--- src/rtl/i2c_pkg.sv ---
// Shared constants for the I2C controller: FIFO sizing, TX word layout and
// bit positions inside the FIFO interrupt-request vector.
package i2c_pkg;

  localparam int I2C_FIFO_DEPTH = 16;
  localparam int OCY_W          = $clog2(I2C_FIFO_DEPTH) + 1;
  localparam int TX_W           = 10;
  localparam int RX_W           = 8;

  // TX command/data word layout: [7:0] data byte, then the two control flags
  localparam int TXW_START      = 8;
  localparam int TXW_STOP       = 9;

  // irq_fifo bit indices
  localparam int IRQ_W          = 5;
  localparam int IRQ_TX_EMPTY   = 0;
  localparam int IRQ_TX_HALF    = 1;
  localparam int IRQ_RX_PIRQ    = 2;
  localparam int IRQ_TX_OVF     = 3;
  localparam int IRQ_RX_UDF     = 4;

endpackage

--- src/rtl/i2c_sync_fifo.sv ---
// Single-clock first-word-fall-through FIFO on a flop array.
// Handshake: a push (wr) is accepted when the FIFO is not full, or when it is
// full and a pop (rd) happens in the same cycle; a pop is accepted only when
// the FIFO is not empty. Rejected strobes raise ovf/udf for that cycle only.
// srstn low flushes the FIFO and masks every strobe, including ovf/udf.
module i2c_sync_fifo #(
  parameter int DEPTH = 16,
  parameter int W     = 8
) (
  input  logic                       clk,
  input  logic                       rstn,
  input  logic                       srstn,
  input  logic                       wr,
  input  logic [W-1:0]               wdat,
  input  logic                       rd,
  output logic [W-1:0]               rdat,
  output logic [$clog2(DEPTH):0]     ocy,
  output logic [$clog2(DEPTH):0]     ocy_nxt,
  output logic                       full,
  output logic                       empty,
  output logic                       ovf,
  output logic                       udf
);

  localparam int AW = $clog2(DEPTH);
  localparam int OW = AW + 1;

  logic [W-1:0]  mem [DEPTH];
  logic [AW-1:0] wr_ptr;
  logic [AW-1:0] rd_ptr;
  logic [OW-1:0] ocy_q;
  logic          do_push;
  logic          do_pop;

  assign full    = (ocy_q == OW'(DEPTH));
  assign empty   = (ocy_q == '0);
  assign do_push = srstn & wr & (~full | rd);
  assign do_pop  = srstn & rd & ~empty;
  assign ovf     = srstn & wr & full & ~rd;
  assign udf     = srstn & rd & empty;
  assign ocy     = ocy_q;
  // Head word is read straight from the array: zero read latency
  assign rdat    = mem[rd_ptr];

  // Next occupancy; also exported so the top can detect transitions
  always_comb begin
    ocy_nxt = ocy_q;
    if (!srstn) begin
      ocy_nxt = '0;
    end else begin
      ocy_nxt = ocy_q + OW'(do_push) - OW'(do_pop);
    end
  end

  // Pointer and occupancy registers; pointers wrap naturally modulo DEPTH
  always_ff @(posedge clk or negedge rstn) begin
    if (!rstn) begin
      wr_ptr <= '0;
      rd_ptr <= '0;
      ocy_q  <= '0;
    end else if (!srstn) begin
      wr_ptr <= '0;
      rd_ptr <= '0;
      ocy_q  <= '0;
    end else begin
      if (do_push) wr_ptr <= wr_ptr + 1'b1;
      if (do_pop)  rd_ptr <= rd_ptr + 1'b1;
      ocy_q <= ocy_nxt;
    end
  end

  // Storage array; contents are deliberately not reset
  always_ff @(posedge clk) begin
    if (do_push) mem[wr_ptr] <= wdat;
  end

endmodule

--- src/rtl/i2c_fifo_ctrl.sv ---
// TX/RX data FIFOs between the APB register block and the I2C byte engine,
// plus registered single-cycle FIFO interrupt-request pulses. Each pulse is
// derived from the current vs next occupancy so it appears in the same cycle
// the new occupancy becomes visible.
module i2c_fifo_ctrl
  import i2c_pkg::*;
(
  input  logic               clk,
  input  logic               rstn,
  input  logic               srstn,
  input  logic               tx_fifo_wr,
  input  logic [TX_W-1:0]    tx_fifo_wdat,
  output logic [OCY_W-1:0]   tx_fifo_ocy,
  input  logic               tx_rd,
  output logic [TX_W-1:0]    tx_rdat,
  output logic               tx_empty,
  input  logic               rx_wr,
  input  logic [RX_W-1:0]    rx_wdat,
  output logic               rx_full,
  input  logic               rx_fifo_rd,
  output logic [RX_W-1:0]    rx_fifo_rdat,
  output logic [OCY_W-1:0]   rx_fifo_ocy,
  input  logic [OCY_W-1:0]   rx_fifo_pirq,
  output logic [IRQ_W-1:0]   irq_fifo
);

  localparam int HALF = I2C_FIFO_DEPTH / 2;

  logic [OCY_W-1:0] tx_ocy_nxt;
  logic [OCY_W-1:0] rx_ocy_nxt;
  logic             tx_ovf;
  logic             rx_udf;
  logic             unused_tx_full;
  logic             unused_tx_udf;
  logic             unused_rx_empty;
  logic             unused_rx_ovf;
  logic [IRQ_W-1:0] irq_d;
  logic [OCY_W:0]   rx_old_x;
  logic [OCY_W:0]   rx_new_x;
  logic [OCY_W:0]   pirq_x;

  i2c_sync_fifo #(.DEPTH(I2C_FIFO_DEPTH), .W(TX_W)) u_tx_fifo (
    .clk     (clk),
    .rstn    (rstn),
    .srstn   (srstn),
    .wr      (tx_fifo_wr),
    .wdat    (tx_fifo_wdat),
    .rd      (tx_rd),
    .rdat    (tx_rdat),
    .ocy     (tx_fifo_ocy),
    .ocy_nxt (tx_ocy_nxt),
    .full    (unused_tx_full),
    .empty   (tx_empty),
    .ovf     (tx_ovf),
    .udf     (unused_tx_udf)
  );

  i2c_sync_fifo #(.DEPTH(I2C_FIFO_DEPTH), .W(RX_W)) u_rx_fifo (
    .clk     (clk),
    .rstn    (rstn),
    .srstn   (srstn),
    .wr      (rx_wr),
    .wdat    (rx_wdat),
    .rd      (rx_fifo_rd),
    .rdat    (rx_fifo_rdat),
    .ocy     (rx_fifo_ocy),
    .ocy_nxt (rx_ocy_nxt),
    .full    (rx_full),
    .empty   (unused_rx_empty),
    .ovf     (unused_rx_ovf),
    .udf     (rx_udf)
  );

  // One bit wider than the occupancy so pirq+1 can never wrap
  assign rx_old_x = {1'b0, rx_fifo_ocy};
  assign rx_new_x = {1'b0, rx_ocy_nxt};
  assign pirq_x   = {1'b0, rx_fifo_pirq};

  // Transition detection; a flush never raises a pulse
  always_comb begin
    irq_d = '0;
    if (srstn) begin
      irq_d[IRQ_TX_EMPTY] = (tx_fifo_ocy != '0) && (tx_ocy_nxt == '0);
      irq_d[IRQ_TX_HALF]  = (tx_fifo_ocy > OCY_W'(HALF)) && (tx_ocy_nxt <= OCY_W'(HALF));
      irq_d[IRQ_RX_PIRQ]  = (rx_old_x <= pirq_x) && (rx_new_x > pirq_x);
      irq_d[IRQ_TX_OVF]   = tx_ovf;
      irq_d[IRQ_RX_UDF]   = rx_udf;
    end
  end

  // Pulse register
  always_ff @(posedge clk or negedge rstn) begin
    if (!rstn) irq_fifo <= '0;
    else       irq_fifo <= irq_d;
  end

endmodule

--- config.mk ---
export PLATFORM = sky130hd
export DESIGN_NAME = i2c_fifo_ctrl
export DESIGN_NICKNAME = d
export VERILOG_FILES = /design/src/rtl/i2c_pkg.sv /design/src/rtl/i2c_sync_fifo.sv /design/src/rtl/i2c_fifo_ctrl.sv
export SDC_FILE = /design/constraint.sdc
export NUM_CORES = 1
export LEC_CHECK = 0
export CAP_MARGIN = 20
export CORE_UTILIZATION = 40
export DETAILED_ROUTE_END_ITERATION = 8
export PLACE_DENSITY = 0.65
export SYNTH_ARGS = -nofsm -noshare
export SYNTH_HDL_FRONTEND = slang
export SYNTH_SLANG_ARGS = --single-unit
export TNS_END_PERCENT = 50
--- constraint.sdc ---
create_clock -name clk -period 5.9 [get_ports clk]
set_input_delay 0.885 -clock clk [delete_from_list [all_inputs] [get_ports clk]]
set_output_delay 0.885 -clock clk [all_outputs]
set_load 0.05 [all_outputs]
# --- After elaboration in Yosys (flattened, before gate mapping) ---
# Memory sizes are Yosys's and may differ from the RTL's.
# Index checks and enable logic that the tools add are counted.
word_totals:
  n_memories: 2
  inputBits: 30
  ff_bits: 31
  output_inout_bits: 35
  ramBits: 288
classes:
  addsub: 8
  magnitude_cmp: 4
  bitwise: 18
  mux: 17
  reduce_logical: 7
  n_eq_ne: 6
memory_table:
  columns: ["name", "depth", "word_bits", "rd", "rd_clocked_by_memory_dff", "write_ports", "line", "rtl"]
  rows:
  - ["u_tx_fifo.mem", 16, 10, 1, 0, 1, "i2c_sync_fifo.sv:28", "logic [W-1:0] mem [DEPTH];"]
  - ["u_rx_fifo.mem", 16, 8, 1, 0, 1, "i2c_sync_fifo.sv:28", null]
ops:
  columns: ["cell", "count"]
  rows:
  - ["4-bit 2-to-1 mux", 8]
  - ["5-bit 2-to-1 mux", 5]
  - ["4-bit by 1-bit adder with 4-bit output (second input constant)", 4]
  - ["5-bit logical NOT", 3]
  - ["1-bit AND", 11]
  - ["5-bit by 1-bit adder with 5-bit output", 2]
  - ["5-bit equality test (second input constant)", 2]
  - ["5-bit by 1-bit subtractor with 5-bit output", 2]
  - ["2-bit by 1-bit != test with 1-bit output (second input constant)", 4]
  - ["5-bit by 4-bit greater-than comparator with 1-bit output (second input constant)", 1]
  - ["5-bit greater-than comparator", 1]
  - ["5-bit by 4-bit less-or-equal comparator with 1-bit output (second input constant)", 1]
  - ["5-bit less-or-equal comparator", 1]
  - ["1-bit inverter", 5]
  - ["5-bit nonzero test", 1]
  - ["1-bit 2-to-1 mux", 4]
  - ["1-bit logical AND", 3]
  - ["1-bit OR", 2]

# --- Logic depth before layout (Yosys ltp) ---
# Gate-level depths: netlist (run 1).
logic_depth:
  depth_word: 10
  mapped_depth: 18
  depth_no_buf: 18

# --- Modules after synthesis ---
# From an unflattened synthesis (run 1), not the netlist that was laid out.
hier_totals:
  cells_unflattened: 716
  area_unflattened_um2: 13286.5
modules_own_cells:
  columns: ["mod", "cells_per_inst", "instances", "area_per_inst_um2"]
  rows:
  - ["i2c_sync_fifo at u_tx_fifo", 360, 1, 7029.2]
  - ["i2c_sync_fifo at u_rx_fifo", 311, 1, 5823.1]
  - ["i2c_fifo_ctrl", 45, 1, 434.2]

# --- Worst setup path before layout (run 1) ---
# Ideal clock, no wire load.
synth_path:
  path_type: "reg-to-reg"
  startpoint: "register u_tx_fifo.ocy_q[2] (netlist: u_tx_fifo.ocy[2])"
  endpoint: "register irq_fifo[1]"
  stages_incl_launch_ff: 14
  setup_time_ns: 0.125
  setup_slack_ns: 2.275
  arrival_time_ns: 3.500
  path_buffers: 1
  cell_sequence: "dfrtp_1 -> inv_1 -> ha_1 -> or4b_1 -> and3_1 -> clkbuf_1 -> ha_1 -> inv_1 -> ha_1 -> fa_1 -> xnor2_1 -> nor2_1 -> or3_1 -> a2111oi_0"
synth_via:
  elab_chain_len: 10
synth_lines:
  columns: ["element", "line", "rtl"]
  rows:
  - ["start, declared", "i2c_sync_fifo.sv:31", "logic [OW-1:0] ocy_q;"]
  - ["start signal, assigned", "i2c_sync_fifo.sv:68", "ocy_q <= ocy_nxt;"]
  - ["5-bit equality test", "i2c_sync_fifo.sv:35", "assign full = (ocy_q == OW'(DEPTH));"]
  - ["1-bit inverter", "i2c_sync_fifo.sv:37", "assign do_push = srstn & wr & (~full | rd);"]
  - ["1-bit OR", "i2c_sync_fifo.sv:37", null]
  - ["1-bit AND", "i2c_sync_fifo.sv:37", null]
  - ["5-bit by 1-bit adder with 5-bit output", "i2c_sync_fifo.sv:51", "ocy_nxt = ocy_q + OW'(do_push) - OW'(do_pop);"]
  - ["5-bit by 1-bit subtractor with 5-bit output", "i2c_sync_fifo.sv:51", null]
  - ["5-bit 2-to-1 mux", "i2c_sync_fifo.sv:48", "if (!srstn) begin"]
  - ["5-bit by 4-bit less-or-equal comparator with 1-bit output", "i2c_fifo_ctrl.sv:84", "irq_d[IRQ_TX_HALF] = (tx_fifo_ocy > OCY_W'(HALF)) && (tx_ocy_nxt <= OCY_W'(HALF));"]
  - ["1-bit logical AND (*)", "i2c_fifo_ctrl.sv:84", null]
  - ["5-bit 2-to-1 mux (*)", "i2c_fifo_ctrl.sv:82", "if (srstn) begin"]
  - ["net irq_d[1]", "i2c_fifo_ctrl.sv:37", "logic [IRQ_W-1:0] irq_d;"]
  - ["end signal, assigned", "i2c_fifo_ctrl.sv:94", "else irq_fifo <= irq_d;"]
  - ["end, declared", "i2c_fifo_ctrl.sv:24", "output logic [IRQ_W-1:0] irq_fifo"]
# Mark *: on every way through the listed nets, which the timed path passes. The rest lies on a longest branch.
# A chain may end at the register's enable or synchronous reset.

# --- Worst setup path after layout (run 1) ---
layout_path:
  startpoint: "register u_rx_fifo.rd_ptr[0]"
  endpoint: "output port rx_fifo_rdat[0]"
layout_via:
  elab_chain_len: 1
layout_lines:
  columns: ["element", "line", "rtl"]
  rows:
  - ["start, declared", "i2c_sync_fifo.sv:30", "logic [AW-1:0] rd_ptr;"]
  - ["start signal, assigned", "i2c_sync_fifo.sv:67", "if (do_pop) rd_ptr <= rd_ptr + 1'b1;"]
  - ["memory 16 x 8 bit", null, null]
  - ["end, declared", "i2c_fifo_ctrl.sv:21", "output logic [RX_W-1:0] rx_fifo_rdat,"]
# Every way passes these cells.

==> flow_results.org, run 1 <==
** Power
- Switch share :: 0.3009
- Power density cells :: 419.2 nW/um^2
- The analysis attributes to cell leakage a power of 5.137 nW.
- Across the VDD grid, the largest voltage drop is 0.2280 mV.
- The share of total power dissipated in sequential elements is 0.425.
- Total net switching power :: 0.001937 W
- Share of power burned in the clock network :: 0.317
- Int Pwr :: 0.004501 W
- The share of total power dissipated in combinational logic is 0.258.

** Floorplan
- The die is 183.4 um tall.
- Row Count :: 66
- Horiz. Die Dim :: 183.4 um
- Die area :: 33630 um^2
- Core footprint :: 32450 um^2
- 65 I/O pins were placed.
- For this configuration, the core starts out at a cell density of 0.4055.

** STA
- Crit path time final :: 4.475 ns
- Final count of negative-setup-slack endpoints :: 0
- Share of the clock period used by the worst path after layout :: 0.7584
- Setup repair after global routing left no endpoint under its margin.
- Based on the critical path, the design can be clocked at up to 223.5 MHz.
- The final hold violation count was 0.
- Slew @ Worst Pin :: 1.089 ns
- Setup ws final :: 1.425 ns
- Across the routed clock network, the largest skew measured is 0.02069 ns.
- Setup TNS :: 0 ns
- Headroom to the max-slew limit came out at 0.2737.
- The max-slew violation total from the final report is 0.

** Logic synthesis
- Leading register cell type out of synthesis :: sky130_fd_sc_hd__edfxtp_1
- The number of nets in the synthesized netlist is 775.
- Number of enable flip-flop cells after synthesis :: 288
- In the synthesized netlist the async set-or-reset flop fraction comes to 0.09718.
- Number of instances in the synthesized netlist :: 709
- Sequential element share of the synthesized area :: 0.7162
- Synth Warn # :: 0
- After synthesis the netlist holds a flip-flop and latch count of 319.
- Averaged over all synthesized cells, the footprint is 18.56 um^2.
- Synth Cell Area :: 13160 um^2
- Number of library cell types mapped by synthesis :: 49

** Place
- Timing analysis after detailed placement gives a worst setup slack of 1.319 ns.
- Port buffering added 64 buffers.
- Standard cell area after detailed placement :: 14280 um^2
- At the end of routability-driven placement, the weighted congestion stood at 0.7636.
- Once detailed placement completed, the half-perimeter wirelength came to 16520 um.
- Inst Count DP :: 1191

** Global route
- First-pass GRT wire length :: 41140 um
- After global routing the overflow that remains totals 0.
- Across every metal layer, demand over resource in global routing totals 0.1652.
- Number of global-route vias before repair :: 6798
- Entering global routing, the biggest net connects 44 pins.
- Number of antenna violations at the first check in global routing :: 0

** Route
- Detailed-route vias per instance :: 5.255
- Before antenna repair, the detailed router went through 5 iterations.
- Met1 Routed Length :: 11700 um
- Average wire per standard cell :: 21.34 um
- Initial DRC Count :: 511
- The detailed router used layers up to and including met4.
- The routed layout has 6585 vias.
- DRC errors left :: 0
- In this run the remaining antenna-violating nets after routing total 0.
- The final layout contains routed wiring with a total length of 26730 um.
- Met2 WL :: 13050 um
- In the detailed route, the total length drawn on met3 is 1448 um.

** Worst setup path
- In this run the worst path has a maximum fanout of 27.
- Data arrival time of the critical path :: 3.59 ns
- Worst EP required :: 5.02 ns
- The worst setup path is captured at an output port.
- Crit Path Class :: flip-flop to output port
- Startpoint types :: flip-flop

** Clock network
- The number of clock buffers added by TritonCTS is 34.
- Number of buffers on the longest clock path :: 3
- Root Buffer :: sky130_fd_sc_hd__clkbuf_16
- Worst-path clk slew :: 0.06 ns
- Once the clock tree was built, the resizer swapped 0 gates to a different size.
- The clock reaches the later pin of the worst-skew pair after 0.52 ns.
- Number of buffers inserted by post-CTS setup repair :: 0
- TritonCTS built the clock tree.
- Clock sink count :: 319
- Hold buffers post-CTS :: 0
- H-tree lvl count :: 2

** Layout
- Leading cell types in the layout, fill and taps excluded :: sky130_fd_sc_hd__edfxtp_1, sky130_fd_sc_hd__mux4_2, sky130_fd_sc_hd__clkdlybuf4s50_1
- Final Non-Filler Cells :: 1253
- At the end of the flow, the number of nets in the layout was 851.
- Ratio of cells with drive above 1 in the final layout :: 0.1603
- Summing all non-filler instances in the final layout gives an area of 15360 um^2.
- Layout Area Growth over Synthesis :: 16.73%
- The library cell used most frequently in the layout, excluding fill and tap cells, is sky130_fd_sc_hd__edfxtp_1.
- Layout fillers :: 2709
- 0 antenna diodes ended up in the layout.

** Min path
- The tightest min-delay check is of the input pin to async pin type.

** Flow run
- Number of violations of the max-capacitance limit :: 0

** Run status
- Run status :: finished clean
==> cell usage after synthesis (all sizes together), types with 6 or more instances <==
master / instances / area share
a221oi: 16 / 0.011
a21oi: 8 / 0.0030
nand3: 8 / 0.0030
nand2: 28 / 0.0080
clkbuf: 19 / 0.0054
edfxtp: 288 / 0.66
ha: 34 / 0.032
nor3: 6 / 0.0023
a22oi: 8 / 0.0046
mux2i: 37 / 0.028
inv: 29 / 0.0083
o21ai: 11 / 0.0042
nor2: 26 / 0.0074
dfrtp: 31 / 0.059
xnor2: 7 / 0.0047
mux4: 66 / 0.11
buf: 15 / 0.0067
and2: 18 / 0.0086
==> worst max-delay path, stage by stage (launching register included) <==
cell and delay (ns):
sky130_fd_sc_hd__dfrtp_2 0.89, sky130_fd_sc_hd__buf_4 0.39, sky130_fd_sc_hd__mux2i_1 0.12, sky130_fd_sc_hd__a221oi_1 0.53, sky130_fd_sc_hd__o21ai_0 0.17, sky130_fd_sc_hd__nand2_1 0.14
sky130_fd_sc_hd__clkdlybuf4s50_1 0.81
==> stage by stage <==
step / power [W] / util / hold WS (ns)
after floorplan: 0.003960 / - / 0.5241
after global placement: 0.004445 / 0.4400 / 0.5709
after detailed placement: 0.004455 / 0.4400 / 0.5862
after CTS: 0.006497 / 0.4733 / 0.4473
after global routing: 0.006718 / 0.4733 / 0.4948
final: 0.006438 / 0.4733 / 0.4355
==> per-layer routing <==
metal  track usage  vias up
li1              -     2979
met5             0        -
met3       0.03058       39
met4       0.04933        0
met1        0.2243     3389
met2        0.2715      178
==> state kept, by name, indices dropped and copies added (netlist names) <==
name,cells
u_rx_fifo.mem,128
u_rx_fifo.ocy,5
u_tx_fifo.rd_ptr,4
u_rx_fifo.wr_ptr,4
irq_fifo,5
u_tx_fifo.ocy,5
u_rx_fifo.rd_ptr,4
u_tx_fifo.wr_ptr,4
u_tx_fifo.mem,160
==> power groups by stage <==
stage / sequential, W / clock, W / combinational [W]
4_1_cts: 0.00274 / 0.00208 / 0.00168
3_5_place_dp: 0.00279 / 0 / 0.00167
5_1_grt: 0.00276 / 0.00216 / 0.00180
2_1_floorplan: 0.00276 / 0 / 0.00120
6_report: 0.00273 / 0.00204 / 0.00166
3_3_place_gp: 0.00279 / 0 / 0.00166
==> kinds of logic after synthesis <==
| family | count (synthesis) | share of synthesized area |
|---|---|---|
| AOI/OAI and AO/OA | 60 | 0.03290 |
| xor gates and xnor gates | 11 | 0.007321 |
| adders and majority gates | 36 | 0.03537 |
| buffers and inverters | 64 | 0.02063 |
| DFF | 319 | 0.7162 |
| muxes | 103 | 0.1411 |
| and+or+nand+nor | 116 | 0.04650 |
==> worst paths after layout <==
kind,to,from,slack [ns],cells after the start
worst max-delay path,rx_fifo_rdat[0],u_rx_fifo.rd_ptr[0],1.43,6
worst min-delay path,u_rx_fifo.rd_ptr[0],rstn,0.44,1
worst max register to register,irq_fifo[2],u_rx_fifo.ocy[2],2.08,18
worst min register to register,u_tx_fifo.wr_ptr[3],u_tx_fifo.wr_ptr[3],0.61,1
max in group asynchronous,u_tx_fifo.rd_ptr[0],rstn,4.94,1
min in group clk,u_tx_fifo.wr_ptr[3],u_tx_fifo.wr_ptr[3],0.61,1
==> area by class of cell <==
| class | count | area, um^2 | share of cell area |
|---|---|---|---|
| tap | 442 | 553.0 | 0.03601 |
| sequential | 319 | 9428 | 0.6138 |
| multi-input combinational | 326 | 3463 | 0.2255 |
| timing repair buffer | 74 | 723.2 | 0.04708 |
| clock inverter | 19 | 163.9 | 0.01067 |
| inverter | 30 | 112.6 | 0.007331 |
| clock buffer | 43 | 915.9 | 0.05963 |
Note: power is estimated with default switching activity, not from simulation.
==> run 2, diff against run 1 <==
==> constraint.sdc (replaced) <==
create_clock -name clk -period 4.18 [get_ports clk]
set_input_delay 0.627 -clock clk [delete_from_list [all_inputs] [get_ports clk]]
set_output_delay 0.627 -clock clk [all_outputs]
set_load 0.05 [all_outputs]
==> flow_results.org, run 2 (synthesis gave the netlist of run 1 again) <==
** Run status
- Run status :: finished clean

** Worst setup path
- Crit Path Class :: flip-flop to output port
- The signal on the critical path passes through and2_1, a221oi_1, a22oi_1, nand2_1, clkdlybuf4s50_1.
- Count of buffering cells on the critical path with inverters included :: 1 (-1)
- STA classifies the critical path startpoint as a flip-flop.
- Setup crit end kind :: output port
- The maximum fanout along the worst path was 16 (-41%).
- Slowest stage cell on the critical path :: sky130_fd_sc_hd__clkdlybuf4s50_1
- The arrival time at the worst endpoint came to 3.23 ns (-0.36 ns).
- Crit path max-delay family :: compound AO/OA/AOI/OAI gates
- The biggest cell delay along the critical path is 0.82 ns (-0.07 ns).
- Worst EP required :: 3.55 ns (-1.47 ns)

** Global route
- The total track usage is 0.1647 (-0.0004844).
- Number of antenna violations at the first check in global routing :: 0 (unchanged)
- The wire length of the first global-routing pass is 41390 um (+0.62%).
- The via count of the first global-routing pass was 6889 (+1.3%).
- Maximum number of pins on one net before global-route repair :: 40 (-9.1%)
- Congestion Overflow GR :: 0 (unchanged)

** Clock network
- The number of sinks driven by the clock tree was 319 (unchanged).
- The clock latency on the worst-skew pair came to 0.51 ns (about the same).
- The depth of the CTS H-tree is 2 (unchanged).
- Number of buffers on the longest clock path :: 3 (unchanged)
- The clock slew at the register clock pins of the worst setup and hold paths came to 0.06 ns (about the same).
- TritonCTS built the clock tree.
- The post-CTS setup buffer count is 0 (unchanged).
- The tree is rooted in a sky130_fd_sc_hd__clkbuf_16.
- The number of buffers created by CTS is 34 (unchanged).
- Total of cells resized after clock tree synthesis :: 0 (unchanged)
- Hold buffers post-CTS :: 0 (unchanged)

** Layout
- The diode insertion count for antenna repair is 0 (unchanged).
- Leading cell types in the layout, fill and taps excluded :: sky130_fd_sc_hd__edfxtp_1, sky130_fd_sc_hd__mux4_2, sky130_fd_sc_hd__clkdlybuf4s50_1
- The fill cell total of the finished layout was 2652 (-2.1%).
- Leaving out fill and tap cells, the most frequent cell in the layout is sky130_fd_sc_hd__edfxtp_1.
- Register with the most flip-flops :: u_tx_fifo.mem
- In the final layout, the registers with the most flip-flops are u_tx_fifo.mem (160), u_rx_fifo.mem (128).
- The filler-free cell count of the finished design was 1259 (+0.48%).
- Layout Area Growth over Synthesis :: 17.55%
- Number of nets at the end of the flow :: 857 (+0.71%)
- The fraction of final layout cells sized beyond drive strength 1 is 0.1665 (+0.006167).
- Number of flip-flops in the largest register :: 160 (unchanged)

** STA
- The max-slew violation total from the final report was 0 (unchanged).
- Dividing the final minimum period by the clock period gives 0.9235.
- Worst hold margin :: 0.1792 ns (-0.2563 ns)
- Slew @ Worst Pin :: 0.9176 ns (-0.1718 ns)
- Max-slew headroom at the worst pin :: 0.3882 (+0.1145)
- Setup TNS :: 0 ns (unchanged)
- Setup repair after global routing left no endpoint under its margin.
- Timing would allow up to 259.1 MHz.
- Crit path time final :: 3.860 ns
- Final count of negative-setup-slack endpoints :: 0 (unchanged)
- The final hold violation count was 0 (unchanged).
- The setup slack of the critical path after layout is 0.3200 ns (-1.105 ns).
- The setup clock skew after layout is 0.02064 ns (-0.00004330 ns).

** Route
- Detailed-route vias per instance :: 5.206 (-0.95%)
- Post-route ant nets :: 0 (unchanged)
- The count of TritonRoute iterations in the first routing pass was 5 (unchanged).
- The via count is 6554 (-0.47%).
- Initial DRC Count :: 480 (-6.1%)
- Aggregate routed wire length :: 26700 um (-0.12%)
- The average wire per standard cell came to 21.21 um (-0.60%).
- The DRC violation count after routing is 0 (unchanged).

** Floorplan
- The area of the placeable core came to 32450 um^2 (unchanged).
- Die area :: 33630 um^2 (unchanged)
- Height of the die :: 183.4 um (unchanged)
- The number of placement rows was 66 (unchanged).
- The effective utilization at floorplan came to 0.4055 (unchanged).
- Count of boundary I/O pins :: 65 (unchanged)
- The die width is 183.4 um (unchanged).

** Min path
- Type of the worst min-delay path :: input pin to async pin

** Power
- Largest vdd supply drop :: 0.3234 mV (+42%)
- Standby leakage power :: 5.196 nW (+1.1%)
- The power density relative to cell area was 596.5 nW/um^2 (+42%).

** Place
- Setup slack at placement :: 0.3612 ns (-0.9576 ns)
- RD Place Congestion :: 0.7847 (+2.8%)
- Buffers added on ports :: 64 (unchanged)
- The number of cells after detailed placement is 1197 (+0.50%).
- The estimated wirelength of the detail-placed design is 16620 um (+0.60%).

** Flow run
- Number of violations of the max-capacitance limit :: 0 (unchanged)
-- run 2: final timing paths --
path	cells after the start	end	slack, ns	from
worst max-delay path	5	rx_fifo_rdat[4]	0.32	u_rx_fifo.rd_ptr[2]
worst min-delay path	1	u_rx_fifo.wr_ptr[1]	0.18	rstn
worst max register to register	12	irq_fifo[1]	0.59	u_tx_fifo.ocy[2]
worst min register to register	1	u_tx_fifo.wr_ptr[3]	0.59	u_tx_fifo.wr_ptr[3]
max in group asynchronous	1	u_tx_fifo.rd_ptr[0]	3.47	rstn
min in group clk	1	u_tx_fifo.wr_ptr[3]	0.59	u_tx_fifo.wr_ptr[3]
-- run 2: routing by layer --
layer  GRT usage  part of all wire  routed length (um)
met4     0.04033             0.016                 428
met5           0                 0                   0
met1      0.2231              0.44               11620
met3     0.03396             0.050                1345
met2      0.2727              0.50               13300
-- run 2: cell type report --
type	count	area, um^2	share of cell area
clock inverter	18	177.7	0.01149
clock buffer	44	940.9	0.06083
multi-input combinational	326	3463	0.2239
timing repair buffer	80	793.3	0.05128
tap	442	553.0	0.03575
inverter	30	112.6	0.007280
sequential	319	9428	0.6095
-- run 2: stage by stage --
step / total power, W / util / instance area (um^2)
floorplan: 0.005589 / - / 13160
global placement: 0.006313 / 0.4422 / 14350
detailed placement: 0.006347 / 0.4422 / 14350
CTS: 0.009321 / 0.4766 / 15470
global route: 0.009632 / 0.4766 / 15470
finish: 0.009228 / 0.4766 / 15470
-- run 2: power breakdown --
part	internal (W)	switching, W
Combinational	0.00111	0.00141
Clock	0.00178	0.00119
Sequential	0.00359	0.000138
Total	0.00649	0.00274
==> run 3, diff against run 2 <==
--- a/config.mk
+++ b/config.mk
@@ -7,8 +7,10 @@
 export LEC_CHECK = 0
 export CAP_MARGIN = 20
 export CORE_UTILIZATION = 40
+export CTS_CLUSTER_SIZE = 10
 export DETAILED_ROUTE_END_ITERATION = 8
 export PLACE_DENSITY = 0.65
+export RECOVER_POWER = 100
 export SYNTH_ARGS = -nofsm -noshare
 export SYNTH_HDL_FRONTEND = slang
 export SYNTH_SLANG_ARGS = --single-unit
==> flow_results.org, run 3 (synthesis gave the netlist of run 1 again) <==
** Clock network
- Number of buffers inserted by post-CTS setup repair :: 0 (unchanged)
- The tree is rooted in a sky130_fd_sc_hd__clkbuf_16.
- The clock latency on the worst-skew pair was 0.52 ns (about the same).
- The number of resized instances in the post-cts repair step was 0 (unchanged).
- Clock sink count :: 319 (unchanged)
- CTS tree :: yes
- The number of buffers created by CTS is 38 (+12%).
- Worst-path clk slew :: 0.05 ns (about the same)
- The maximum count of clock buffers along a single path was 3 (unchanged).
- The number of hold-repair buffers added at the cts stage was 0 (unchanged).
- H-tree lvl count :: 2 (unchanged)

** Worst setup path
- Critical register-to-register path startpoint :: u_rx_fifo.ocy[3]
- The critical path is of the flip-flop to output port type.
- Flop2flop setup slack :: 0.59 ns (about the same)
- Launching element of the worst setup path :: u_rx_fifo.rd_ptr[2]
- The worst register-to-register path ends at irq_fifo[2].
- Worst setup endpoint :: rx_fifo_rdat[0]
- Data arrival time of the critical path :: 3.32 ns (+0.09 ns)
- STA classifies the critical path endpoint as an output port.
- FF-to-FF path depth :: 19 (+7)
- Startpoint types :: flip-flop
- The maximum fanout along the worst path came to 16 (unchanged).
- The required time at the worst-slack endpoint is 3.55 ns (about the same).

** Place
- RD Place Congestion :: 0.7847 (unchanged)
- The placed instance area was 14350 um^2 (unchanged).
- Setup slack at placement :: 0.3612 ns (unchanged)
- Buffers added on ports :: 64 (unchanged)
- HPWL reported at the end of detailed placement :: 16620 um (unchanged)

** STA
- Setup repair after global routing missed its margin :: no
- The transition time at the pin with the least slew margin came to 1.774 ns (+0.8566 ns).
- The setup slack of the critical path after layout was 0.2326 ns (-0.08734 ns).
- The shortest clock period the worst path allows after layout was 3.947 ns (+0.08734 ns).
- Setup TNS :: 0 ns (unchanged)
- The setup clock skew after layout came to 0.02199 ns (+0.001346 ns).
- The final hold violation count is 0 (unchanged).
- Count of pins over their slew limit :: 32 (+32)
- The worst slew margin relative to its limit was -0.1828 (-0.5711).
- The post-route fraction of the period consumed by the critical path came to 0.9444 (+0.02089).
- The peak clock frequency supported by timing was 253.3 MHz (-2.2%).
- The final-report setup violation count was 0 (unchanged).

** Flow run
- Number of violations of the max-capacitance limit :: 1 (+1)

** Run status
- Violated checks :: max-capacitance violations, max-slew violations
- The run finished, with violations left.

** Layout
- The largest registers in the layout are u_tx_fifo.mem (160), u_rx_fifo.mem (128).
- Area used by multi-input combinational logic :: 3463 um^2 (unchanged)
- Number of nets at the end of the flow :: 861 (+0.47%)
- Layout fillers :: 2664 (+0.45%)
- Ratio of cells with drive above 1 in the final layout :: 0.1541 (-0.01233)
- The library cell used most frequently in the layout, excluding fill and tap cells, is sky130_fd_sc_hd__edfxtp_1.
- The area of all sequential standard cells was 9428 um^2 (unchanged).
- Inserted Diodes :: 0 (unchanged)
- Post-layout instance area :: 15420 um^2 (-0.34%)
- Compared with the post-synthesis result, the final layout area differs by 17.15%.
- Number of flip-flops in the largest register :: 160 (unchanged)
- Leaving out fill and tap cells, the most frequent cells in the layout are sky130_fd_sc_hd__edfxtp_1, sky130_fd_sc_hd__mux4_2, sky130_fd_sc_hd__dlygate4sd3_1.
- Register with the most flip-flops :: u_tx_fifo.mem

** Power
- The part of the power in registers is 0.409 (+0.005).
- The highest ir drop seen on vdd was 0.3346 mV (+3.5%).
- The internal power came to 0.006402 W (-1.3%).
- The part of the total power dissipated in combinational logic came to 0.269 (-0.005).
- The net switching component of the power was 0.002724 W (-0.59%).
- Switch share :: 0.2985 (+0.001525)
- The relative contribution of the clock network to total power is 0.322 (about the same).
- The leakage power of the design was 5.188 nW (-0.16%).
- Power density cells :: 592.0 nW/um^2 (-0.76%)

** Min path
- The min-delay analysis places its worst path in the category input pin to async pin.

** Route
- The number of DRC violations after detailed-routing iteration 0 is 496 (+3.3%).
- The count of TritonRoute iterations in the first routing pass came to 4 (-1).
- Post-route ant nets :: 0 (unchanged)
- The ratio of routed vias to standard cells came to 5.285 (+1.5%).
- The via count came to 6622 (+1.0%).
- DRC errors left :: 0 (unchanged)
- Aggregate routed wire length :: 26830 um (+0.49%)
- Average wire per standard cell :: 21.41 um (+0.97%)

** Floorplan
- The number of placement rows is 66 (unchanged).
- The I/O pin count came to 65 (unchanged).
- The area of the die was 33630 um^2 (unchanged).
- The die width was 183.4 um (unchanged).
- Starting utilization of the core area :: 0.4055 (unchanged)
- Core footprint :: 32450 um^2 (unchanged)
- The vertical die dimension is 183.4 um (unchanged).

** Global route
- The wire length of the first global-routing pass is 41660 um (+0.65%).
- The via count of the first global-routing pass was 6978 (+1.3%).
- The final global-route overflow total was 0 (unchanged).
- Maximum number of pins on one net before global-route repair :: 40 (unchanged)
- The initial antenna violation count is 0 (unchanged).
- The total track usage came to 0.1660 (+0.001314).
==> run 3: worst max-delay path, stage by stage (launching register included) <==
cell	delay, ns
sky130_fd_sc_hd__dfrtp_1	0.52
sky130_fd_sc_hd__and2_1	0.43
sky130_fd_sc_hd__a221oi_1	0.67
sky130_fd_sc_hd__o21ai_0	0.20
sky130_fd_sc_hd__nand2_1	0.11
sky130_fd_sc_hd__dlygate4sd3_1	0.88
==> run 3: per-layer routing <==
| layer | track usage | routed length (um) |
|---|---|---|
| met1 | 0.2204 | 11520 |
| met2 | 0.2759 | 13400 |
| met4 | 0.04767 | 512 |
| met3 | 0.03535 | 1392 |
| met5 | 0 | 0 |
==> run 3: how the worst min path moves through the flow <==
stage | endpoint | slack, ns | cells past startpoint
floorplan | irq_fifo[0] | 0.33 | 0
global placement | u_tx_fifo.wr_ptr[3] | 0.57 | 1
detailed placement | u_tx_fifo.wr_ptr[3] | 0.58 | 1
CTS | u_rx_fifo.wr_ptr[1] | 0.18 | 1
global route | irq_fifo[3] | 0.65 | 2
finish | u_rx_fifo.wr_ptr[1] | 0.58 | 1
==> run 3: layout make-up <==
type                            count  share of cell area
Timing Repair Buffer               80             0.04967
Sequential cell                   319              0.6116
Inverter                           30            0.007305
Clock inverter                      5            0.004707
Clock buffer                       51             0.06623
Tap cell                          442             0.03587
Multi-Input combinational cell    326              0.2247
==> run 3: metrics by stage <==
step | std cells | util | hold WS (ns) | total power, W
4_1_cts | 1253 | 0.4759 | 0.1824 | 0.009296
2_1_floorplan | 709 | - | 0.3314 | 0.005589
5_1_grt | 1253 | 0.4750 | 0.6455 | 0.009525
3_5_place_dp | 1197 | 0.4422 | 0.5809 | 0.006347
3_3_place_gp | 1197 | 0.4422 | 0.5675 | 0.006313
6_report | 1253 | 0.4750 | 0.5773 | 0.009126
==> run 3: power by group through the flow <==
| stage | sequential [W] | clock (W) | combinational (W) |
|---|---|---|---|
| floorplan | 0.00389 | 0 | 0.00170 |
| finish | 0.00373 | 0.00294 | 0.00245 |
| detailed placement | 0.00380 | 0 | 0.00255 |
| global route | 0.00375 | 0.00311 | 0.00266 |
| CTS | 0.00374 | 0.00300 | 0.00256 |
| global placement | 0.00379 | 0 | 0.00252 |
